===== src/rtl/id_ex_stage.sv =====
`default_nettype none
// ============================================================================
// Module      : id_ex_stage
// Description : ID/EX pipeline register with load-use hazard detection,
//               bubble insertion, branch flush and a saturating bubble counter.
// Revision    : 1.0 - initial release
// ============================================================================
module id_ex_stage #(
  parameter int DATA_W = 32,
  parameter int PC_W   = 9,
  parameter int CNT_W  = 16
) (
  input  logic              clk,
  input  logic              reset,
  input  logic              id_valid,
  input  logic [PC_W-1:0]   id_pc,
  input  logic [DATA_W-1:0] id_rd1,
  input  logic [DATA_W-1:0] id_rd2,
  input  logic [DATA_W-1:0] id_imm,
  input  logic [4:0]        id_rs1,
  input  logic [4:0]        id_rs2,
  input  logic [4:0]        id_rd,
  input  logic [2:0]        id_funct3,
  input  logic [6:0]        id_funct7,
  input  logic              id_ALUSrc,
  input  logic              id_MemtoReg,
  input  logic              id_RegWrite,
  input  logic              id_MemRead,
  input  logic              id_MemWrite,
  input  logic              id_Branch,
  input  logic [1:0]        id_ALUOp,
  input  logic              flush,
  output logic              ex_valid,
  output logic [PC_W-1:0]   ex_pc,
  output logic [DATA_W-1:0] ex_rd1,
  output logic [DATA_W-1:0] ex_rd2,
  output logic [DATA_W-1:0] ex_imm,
  output logic [4:0]        ex_rs1,
  output logic [4:0]        ex_rs2,
  output logic [4:0]        ex_rd,
  output logic [2:0]        ex_funct3,
  output logic [6:0]        ex_funct7,
  output logic              ex_ALUSrc,
  output logic              ex_MemtoReg,
  output logic              ex_RegWrite,
  output logic              ex_MemRead,
  output logic              ex_MemWrite,
  output logic              ex_Branch,
  output logic [1:0]        ex_ALUOp,
  output logic              stall,
  output logic [CNT_W-1:0]  bubble_cnt
);

  localparam logic [CNT_W-1:0] c_cnt_max = '1;

  logic w_src_match;
  logic w_hz;
  logic w_kill;
  logic w_ctrl_en;

  // Both source indices are compared for every format; false stalls on
  // formats without rs2 are accepted in exchange for a simpler detector.
  assign w_src_match = (ex_rd == id_rs1) || (ex_rd == id_rs2);
  assign w_hz        = ex_valid && ex_MemRead && (ex_rd != 5'd0) &&
                       id_valid && w_src_match;
  assign stall       = w_hz && !flush;
  assign w_kill      = flush || w_hz;
  assign w_ctrl_en   = !w_kill && id_valid;

  // Data and index fields always follow decode; a bubble keeps them harmlessly.
  always_ff @(posedge clk or posedge reset) begin
    if (reset) begin
      ex_pc     <= '0;
      ex_rd1    <= '0;
      ex_rd2    <= '0;
      ex_imm    <= '0;
      ex_rs1    <= '0;
      ex_rs2    <= '0;
      ex_rd     <= '0;
      ex_funct3 <= '0;
      ex_funct7 <= '0;
    end else begin
      ex_pc     <= id_pc;
      ex_rd1    <= id_rd1;
      ex_rd2    <= id_rd2;
      ex_imm    <= id_imm;
      ex_rs1    <= id_rs1;
      ex_rs2    <= id_rs2;
      ex_rd     <= id_rd;
      ex_funct3 <= id_funct3;
      ex_funct7 <= id_funct7;
    end
  end

  // Control is zeroed for flushes, bubbles and non-valid decode slots so a
  // dead EX slot can never write memory or the register file.
  always_ff @(posedge clk or posedge reset) begin
    if (reset) begin
      ex_valid    <= 1'b0;
      ex_ALUSrc   <= 1'b0;
      ex_MemtoReg <= 1'b0;
      ex_RegWrite <= 1'b0;
      ex_MemRead  <= 1'b0;
      ex_MemWrite <= 1'b0;
      ex_Branch   <= 1'b0;
      ex_ALUOp    <= 2'b00;
    end else begin
      ex_valid    <= !w_kill && id_valid;
      ex_ALUSrc   <= w_ctrl_en && id_ALUSrc;
      ex_MemtoReg <= w_ctrl_en && id_MemtoReg;
      ex_RegWrite <= w_ctrl_en && id_RegWrite;
      ex_MemRead  <= w_ctrl_en && id_MemRead;
      ex_MemWrite <= w_ctrl_en && id_MemWrite;
      ex_Branch   <= w_ctrl_en && id_Branch;
      ex_ALUOp    <= w_ctrl_en ? id_ALUOp : 2'b00;
    end
  end

  // Only hazard bubbles are counted; flushes win over hazards and are not.
  always_ff @(posedge clk or posedge reset) begin
    if (reset) begin
      bubble_cnt <= '0;
    end else if (stall && (bubble_cnt != c_cnt_max)) begin
      bubble_cnt <= bubble_cnt + 1'b1;
    end
  end

endmodule
`default_nettype wire


===== config.mk =====
export PLATFORM = sky130hd
export DESIGN_NAME = id_ex_stage
export DESIGN_NICKNAME = d
export VERILOG_FILES = /design/src/rtl/id_ex_stage.sv
export SDC_FILE = /design/constraint.sdc
export NUM_CORES = 1
export LEC_CHECK = 0
export BUFFER_PORTS_ARGS = -buffer_cell sky130_fd_sc_hd__buf_2
export CAP_MARGIN = 20
export CORE_AREA = 2 2 117 119
export DETAILED_ROUTE_END_ITERATION = 8
export DIE_AREA = 0 0 119 121
export GPL_TIMING_DRIVEN = 0
export PLACE_DENSITY = 0.68
export SYNTH_ARGS = -nofsm -noshare
export SYNTH_HDL_FRONTEND = slang
export SYNTH_SLANG_ARGS = --single-unit
export TNS_END_PERCENT = 10

===== constraint.sdc =====
create_clock -name clk -period 9.7 [get_ports clk]
set_clock_uncertainty 0.05 [all_clocks]
set_input_delay 0.97 -clock clk [delete_from_list [all_inputs] [get_ports clk]]
set_output_delay 0.97 -clock clk [all_outputs]
set_load 0.03 [all_outputs]

==> metrics.md, run 1 <==
| Metric | Value |
|---|---|
| Run status | complete, no violations |
| Synth warn | 0 |
| Max-capacitance violation count | 0 |
| Reg-to-Reg End | ex_Branch |
| Core ar. | 0.01309 mm^2 |
| Hold-fix buffers at CTS | 0 |
| Critical path class | input port to output port |
| Ant. Diodes | 0 |
| Hold Path Stages | 1 |
| CP cell instances | buf_2, xnor2_1, nand3_1, o22ai_2, buf_2, nor3b_1, buf_2 |
| Vias | 3296 |
| Share of layout cells above drive strength 1 | 58.93% |
| FF/Latch Area | 0.003879 mm^2 |
| Num CTS Buffers | 17 |
| Die Y-Extent | 121 um |
| CTS max path bufs | 2 |
| Synth Instances | 252 |
| Sw frac | 25.45% |
| Clk network pwr share | 43.8% |
| Reg clk slew, reported paths | 0.06 ns |
| Rel. slew slack | 58.03% |
| R2r setup slk | 7.63 ns |
| DRT antenna net count | 0 |
| Clk sink count | 155 |
| CP top delay family | buffers and inverters |
| 1st-iter DRT viols | 142 |
| Clk root buf | clkbuf_16 |
| Cell Pwr Density | 214.5 mW/mm^2 |
| Hold EP | bubble_cnt[11] |
| PortBufs | 297 |
| Antenna violations before repair | 0 |
| # rows | 42 |
| Die footprint | 0.01440 mm^2 |
| Post_cts resized | 0 |
| Slowest stage delay, CP | 0.38 ns |
| Num ports | 298 |
| FMAX | 281.7 MHz |
| Vias in the first global route | 3456 |
| Sw Pwr | 0.3770 mW |
| Postcts setup bufs | 0 |
| Count of pins over their slew limit | 0 |
| Final hold violations | 0 |
| Per-cell routed wire length | 15.99 um |
| Initial Util | 35.01% |
| Slew @ Worst Pin | 0.6295 ns |
| Leakage power | 3.577 nW |
| Mean Syn Cell Area | 18.18 um^2 |
| Crit path max-delay cell type | o22ai_2 |
| RSZ-0062 raised after global routing | no |
| DRC violations left | 0 |
| Fin nets | 712 |
| Routed WL | 12120 um |
| Die width | 119 um |
| Critical-path maximum fanout | 10 |
| CTS tree | done |
| Layout Area Growth over Synthesis | 50.78% |
| Seq/Total Area, Yosys | 84.68% |
| WP data arrival | 2.53 ns |
| Layout Cells excl Fill | 758 |
| Congestion Overflow GR | 0 |
| Post-synth cell types | 30 |
| Hold path start | bubble_cnt[11] |
| Setup-failing EPs final | 0 |
| Setup TNS | 0 ns |
| Post-Place Cells | 726 |
| Total track usage | 17.19% |
| Worst hold path class | register to register |
| Avg Vias per Cell | 4.348 |
| Clk_lat worst skew | 0.41 ns |
| Crit-path most repeated cell | buf_2 |
| FF-to-FF path depth | 5 |
| DR pass1 iterations | 5 |
| WHS | 0.4871 ns |
| Multi-input gate area | 676.9 um^2 |
| Post-route minimum period | 3.550 ns |
| CP required | 8.68 ns |
| Period Utilization, post-route | 36.60% |
| Peak VDD IR | 0.0001216 V |
| Synth Register Bits | 155 |
| CTS H-tree depth | 4 |
| Worst Path Buf+Inv | 3 |
| First-pass GRT wire length | 18420 um |
| Mapped cell area | 0.004581 mm^2 |
| Largest net degree at the start of global routing | 88 |
| Startpoint Class | input port |
| Tot Pwr | 1.481 mW |
| Comb pwr share | 9.9% |
| Worst r2r src | ex_rd[0] |
| Critical Path End Type | output port |
| Placer Congestion | 0.8267 |
| DP HPWL | 9392 um |
| Int Pwr | 1.104 mW |
| Syn nets | 395 |
| Filler Cell Count | 1144 |
| Flop pwr share | 46.2% |
[worst max path at each step]
stage                     cells past startpoint       from       endpoint  slack (ns)
after floorplan                               1      reset  bubble_cnt[0]        4.50
after global routing                          7  id_rs2[4]          stall        6.04
after detailed placement                      7  id_rs2[4]          stall        6.16
final                                         7  id_rs2[4]          stall        6.15
after global placement                        2      reset      ex_rs1[0]        3.15
after CTS                                     7  id_rs2[4]          stall        6.15
[metrics by stage]
stage / setup WS [ns] / util [%] / area, um^2
after detailed placement: 6.161 / 48.30 / 6320
after global placement: 3.155 / 48.05 / 6287
final: 6.150 / 52.78 / 6907
after global routing: 6.044 / 52.78 / 6907
after CTS: 6.152 / 52.78 / 6907
after floorplan: 4.502 / - / 4581
[state kept, by name, indices dropped and copies added (netlist names), 2 cells and up]
register,count
ex_pc,9
ex_funct3,3
ex_ALUOp,2
ex_rd,5
ex_rd2,32
ex_rs2,5
bubble_cnt,16
ex_funct7,7
ex_imm,32
ex_rs1,5
ex_rd1,32
[cells by family after synthesis]
kind of cell | share of synthesized area [%]
simple gates | 8.222
xor+xnor | 4.207
flops | 84.68
fa+ha+maj | 0.2731
mux | 1.065
compound gates | 1.011
buf+inv | 0.5462
[worst register-to-register path, delay by kind of cell, from the launching register on]
family	cells	cell delay (ns)
compound gates	2	0.64
buf+inv	1	0.09
flops	1	0.43
simple gates	2	0.78
[routing by layer]
metal / up-vias / global-route usage, % / share of wire, %
li1: 1481 / - / -
met1: 1627 / 19.42 / 37
met2: 167 / 29.17 / 53
met3: 21 / 6.579 / 7.8
met4: 0 / 7.366 / 1.9
met5: - / 0 / 0
[Yosys cell counts]
cell type  count  area (um^2)
nand2b_1       3        18.77
nand4_1        8        50.05
nor2_1         4        15.01
or4_4          1        11.26
nand3b_1       1        7.510
mux2_4         1        15.01
and3_1         2        12.51
nor2b_1        1        6.260
and2_1         8        50.05
inv_1          3        11.26
ha_1           1        12.51
xor2_1         2        17.52
clkbuf_1       1        3.750
and3b_4        1        12.51
dfrtp_1      155         3879
o22ai_2        1        12.51
nand4b_1       3        26.28
nand3_1       12        60.06
mux2_2         3        33.78
o21ai_4        1        16.27
buf_2          2        10.01
nor3b_1        2        15.01
nor4_1         2        12.51
nor4b_1        3        26.28
and4_1         1        8.760
and4b_1        2        20.02
xnor2_1       20        175.2
a21oi_2        2        17.52
nor3_1         1        5.000
nand2_1        5        18.77
[cell type report]
type / instances / share of cell area, %
sequential: 155 / 56.16
clock inverter: 15 / 2.337
multi-input combinational: 91 / 9.801
timing repair buffer: 298 / 21.92
buffer: 3 / 0.1993
inverter: 3 / 0.2355
clock buffer: 17 / 6.159
tap: 176 / 3.188
[power by group through the flow]
stage / Clock, mW / Sequential [mW] / Combinational (mW)
after floorplan: 0 / 0.758 / 0.0183
after global placement: 0 / 0.696 / 0.146
after detailed placement: 0 / 0.697 / 0.149
after CTS: 0.667 / 0.685 / 0.150
after global routing: 0.697 / 0.687 / 0.157
final: 0.649 / 0.685 / 0.147
[placed cells by master (no fill, tap or decap), types with 4 or more instances in the layout]
cell         n
nor2_1       4
and2_1       8
clkbuf_16   17
nand4_1      8
xnor2_1     20
inv_6        5
nand3_1     12
dfrtp_1    155
nand2_1      5
buf_2      299
No activity file was read; power rests on OpenSTA's default activity.
==> inputs of run 2 (changes only) <==
--- a/config.mk
+++ b/config.mk
@@ -7,11 +7,11 @@
 export LEC_CHECK = 0
 export BUFFER_PORTS_ARGS = -buffer_cell sky130_fd_sc_hd__buf_2
 export CAP_MARGIN = 20
-export CORE_AREA = 2 2 117 119
+export CORE_AREA = 2 2 116 118
 export DETAILED_ROUTE_END_ITERATION = 8
-export DIE_AREA = 0 0 119 121
+export DIE_AREA = 0 0 118 120
 export GPL_TIMING_DRIVEN = 0
-export PLACE_DENSITY = 0.68
+export PLACE_DENSITY = 0.69
 export SYNTH_ARGS = -nofsm -noshare
 export SYNTH_HDL_FRONTEND = slang
 export SYNTH_SLANG_ARGS = --single-unit
==> constraint.sdc (replaced) <==
create_clock -name clk -period 3.3 [get_ports clk]
set_clock_uncertainty 0.05 [all_clocks]
set_input_delay 0.33 -clock clk [delete_from_list [all_inputs] [get_ports clk]]
set_output_delay 0.33 -clock clk [all_outputs]
set_load 0.03 [all_outputs]
==> metrics.md, run 2 (synthesis gave the netlist of run 1 again) <==
| Metric | Value |
|---|---|
| FF/Latch Area | 0.003879 mm^2 |
| Postcts setup bufs | 0 |
| 1st-iter DRT viols | 108 |
| Slew @ Worst Pin | 0.7380 ns |
| Placer Congestion | 0.8011 |
| Antenna violations before repair | 1 |
| DRC violations left | 0 |
| Fin util | 63.72% |
| CTS tree | done |
| Clk_lat worst skew | 0.41 ns |
| FMAX | 361.3 MHz |
| Filler Cell Count | 928 |
| Multi-input gate area | 676.9 um^2 |
| Core ar. | 0.01298 mm^2 |
| DRT antenna net count | 0 |
| Critical Path End Type | output port |
| Max-capacitance violation count | 0 |
| CTS max path bufs | 2 |
| PortBufs | 297 |
| DP HPWL | 9700 um |
| Critical path class | input port to output port |
| Startpoint Class | input port |
| Worst hold path class | input port to register |
| CP required | 2.92 ns |
| # rows | 42 |
| Leakage power | 4.148 nW |
| Setup TNS | 0 ns |
| CTS H-tree depth | 4 |
| Vias | 3836 |
| Die Y-Extent | 120 um |
| Num ports | 298 |
| Avg Vias per Cell | 4.310 |
| Top flop regs | ex_imm x32, ex_rd1 x32, ex_rd2 x32 |
| RSZ-0062 raised after global routing | no |
| Congestion Overflow GR | 0 |
| Peak VDD IR | 0.0003817 V |
| Num CTS Buffers | 17 |
| Die footprint | 0.01416 mm^2 |
| Post-route minimum period | 2.768 ns |
| Period Utilization, post-route | 83.87% |
| Run status | complete, no violations |
| Share of layout cells above drive strength 1 | 48.18% |
| Routed WL | 15000 um |
| Layout Area Growth over Synthesis | 80.55% |
| Largest net degree at the start of global routing | 46 |
| Rel. slew slack | 50.70% |
| First-pass GRT wire length | 22770 um |
| Most common cell after layout, fill and taps aside | buf_2 |
| Post_cts resized | 0 |
| Commonest cells after routing, fill and taps aside | buf_2, dfrtp_1, dlygate4sd3_1 |
| Ant. Diodes | 0 |
| Fin nets | 844 |
| Die width | 118 um |
| Critical-path maximum fanout | 10 |
| Clk sink count | 155 |
| Count of pins over their slew limit | 0 |
| Setup-failing EPs final | 0 |
| Total track usage | 21.53% |
| DR pass1 iterations | 4 |
| Reg clk slew, reported paths | 0.06 ns |
| WP data arrival | 2.39 ns |
| Initial Util | 35.29% |
| Cell Pwr Density | 557.0 mW/mm^2 |
| Per-cell routed wire length | 16.86 um |
| Vias in the first global route | 4282 |
| Final hold violations | 0 |
| Clk root buf | clkbuf_16 |
-- run 2: changes by cell type in the layout (fill, tap and decap cells not counted), moves of 2 or more --
cell / change
clkbuf_8: +2
dlygate4sd3_1: +130
inv_6: -3
buf_12: +3
-- run 2: path summary, 6_finish.rpt --
check / startpoint / to / slack, ns / cells after the start
min in group asynchronous: reset / ex_rd2[3] / 0.56 / 3
min reg2reg: bubble_cnt[5] / bubble_cnt[5] / 0.48 / 1
min: id_rs1[4] / ex_rs1[4] / 0.02 / 1
max reg2reg: ex_rd[0] / ex_ALUSrc / 1.12 / 5
max in group asynchronous: reset / ex_rs1[4] / 1.98 / 4
max: id_rs2[3] / stall / 0.53 / 8
-- run 2: report_power, final --
group | total, mW | switching [mW] | internal [mW]
registers | 2.01 | 0.0289 | 1.99
clock network | 2.02 | 0.779 | 1.24
logic | 0.573 | 0.332 | 0.241
-- run 2: worst max-delay path: stages --
cell and delay, ns:
dlygate4sd3_1 0.55, buf_2 0.14, xnor2_1 0.13, nand3_1 0.10, o22ai_2 0.38, buf_2 0.28, nor3b_1 0.23, buf_2 0.24
-- run 2: what timing repair did --
action                                  CTS  global route
hold endpoints to repair                157             0
endpoints found under the setup margin    0             0
hold buffers                            130             0
-- run 2: area by class of cell --
class | count | share of cell area, %
buffer | 3 | 0.1664
clock buffer | 20 | 5.522
clock inverter | 12 | 1.952
inverter | 3 | 0.1815
multi-input combinational | 91 | 8.185
sequential | 155 | 46.90
tap | 176 | 2.663
timing repair buffer | 430 | 34.43
-- run 2: through the flow --
step | instances | setup WS, ns | power [mW] | hold WS, ns | instance area (um^2)
3_3_place_gp | 725 | 0.1738 | 2.476 | 0.3879 | 6291
6_report | 890 | 0.5324 | 4.607 | 0.02045 | 8270
3_5_place_dp | 728 | 1.016 | 2.492 | 0.3894 | 6351
5_1_grt | 890 | 0.3619 | 4.770 | 0.01482 | 8270
2_1_floorplan | 252 | 0.7898 | 2.283 | 0.3114 | 4584
4_1_cts | 890 | 0.5102 | 4.626 | 0.005327 | 8270
-- run 2: routing by layer --
layer	part of all wire (%)	track usage, %
met2	56	40.37
met5	0.087	0
met3	6.1	7.034
met1	36	22.57
met4	2.4	7.380
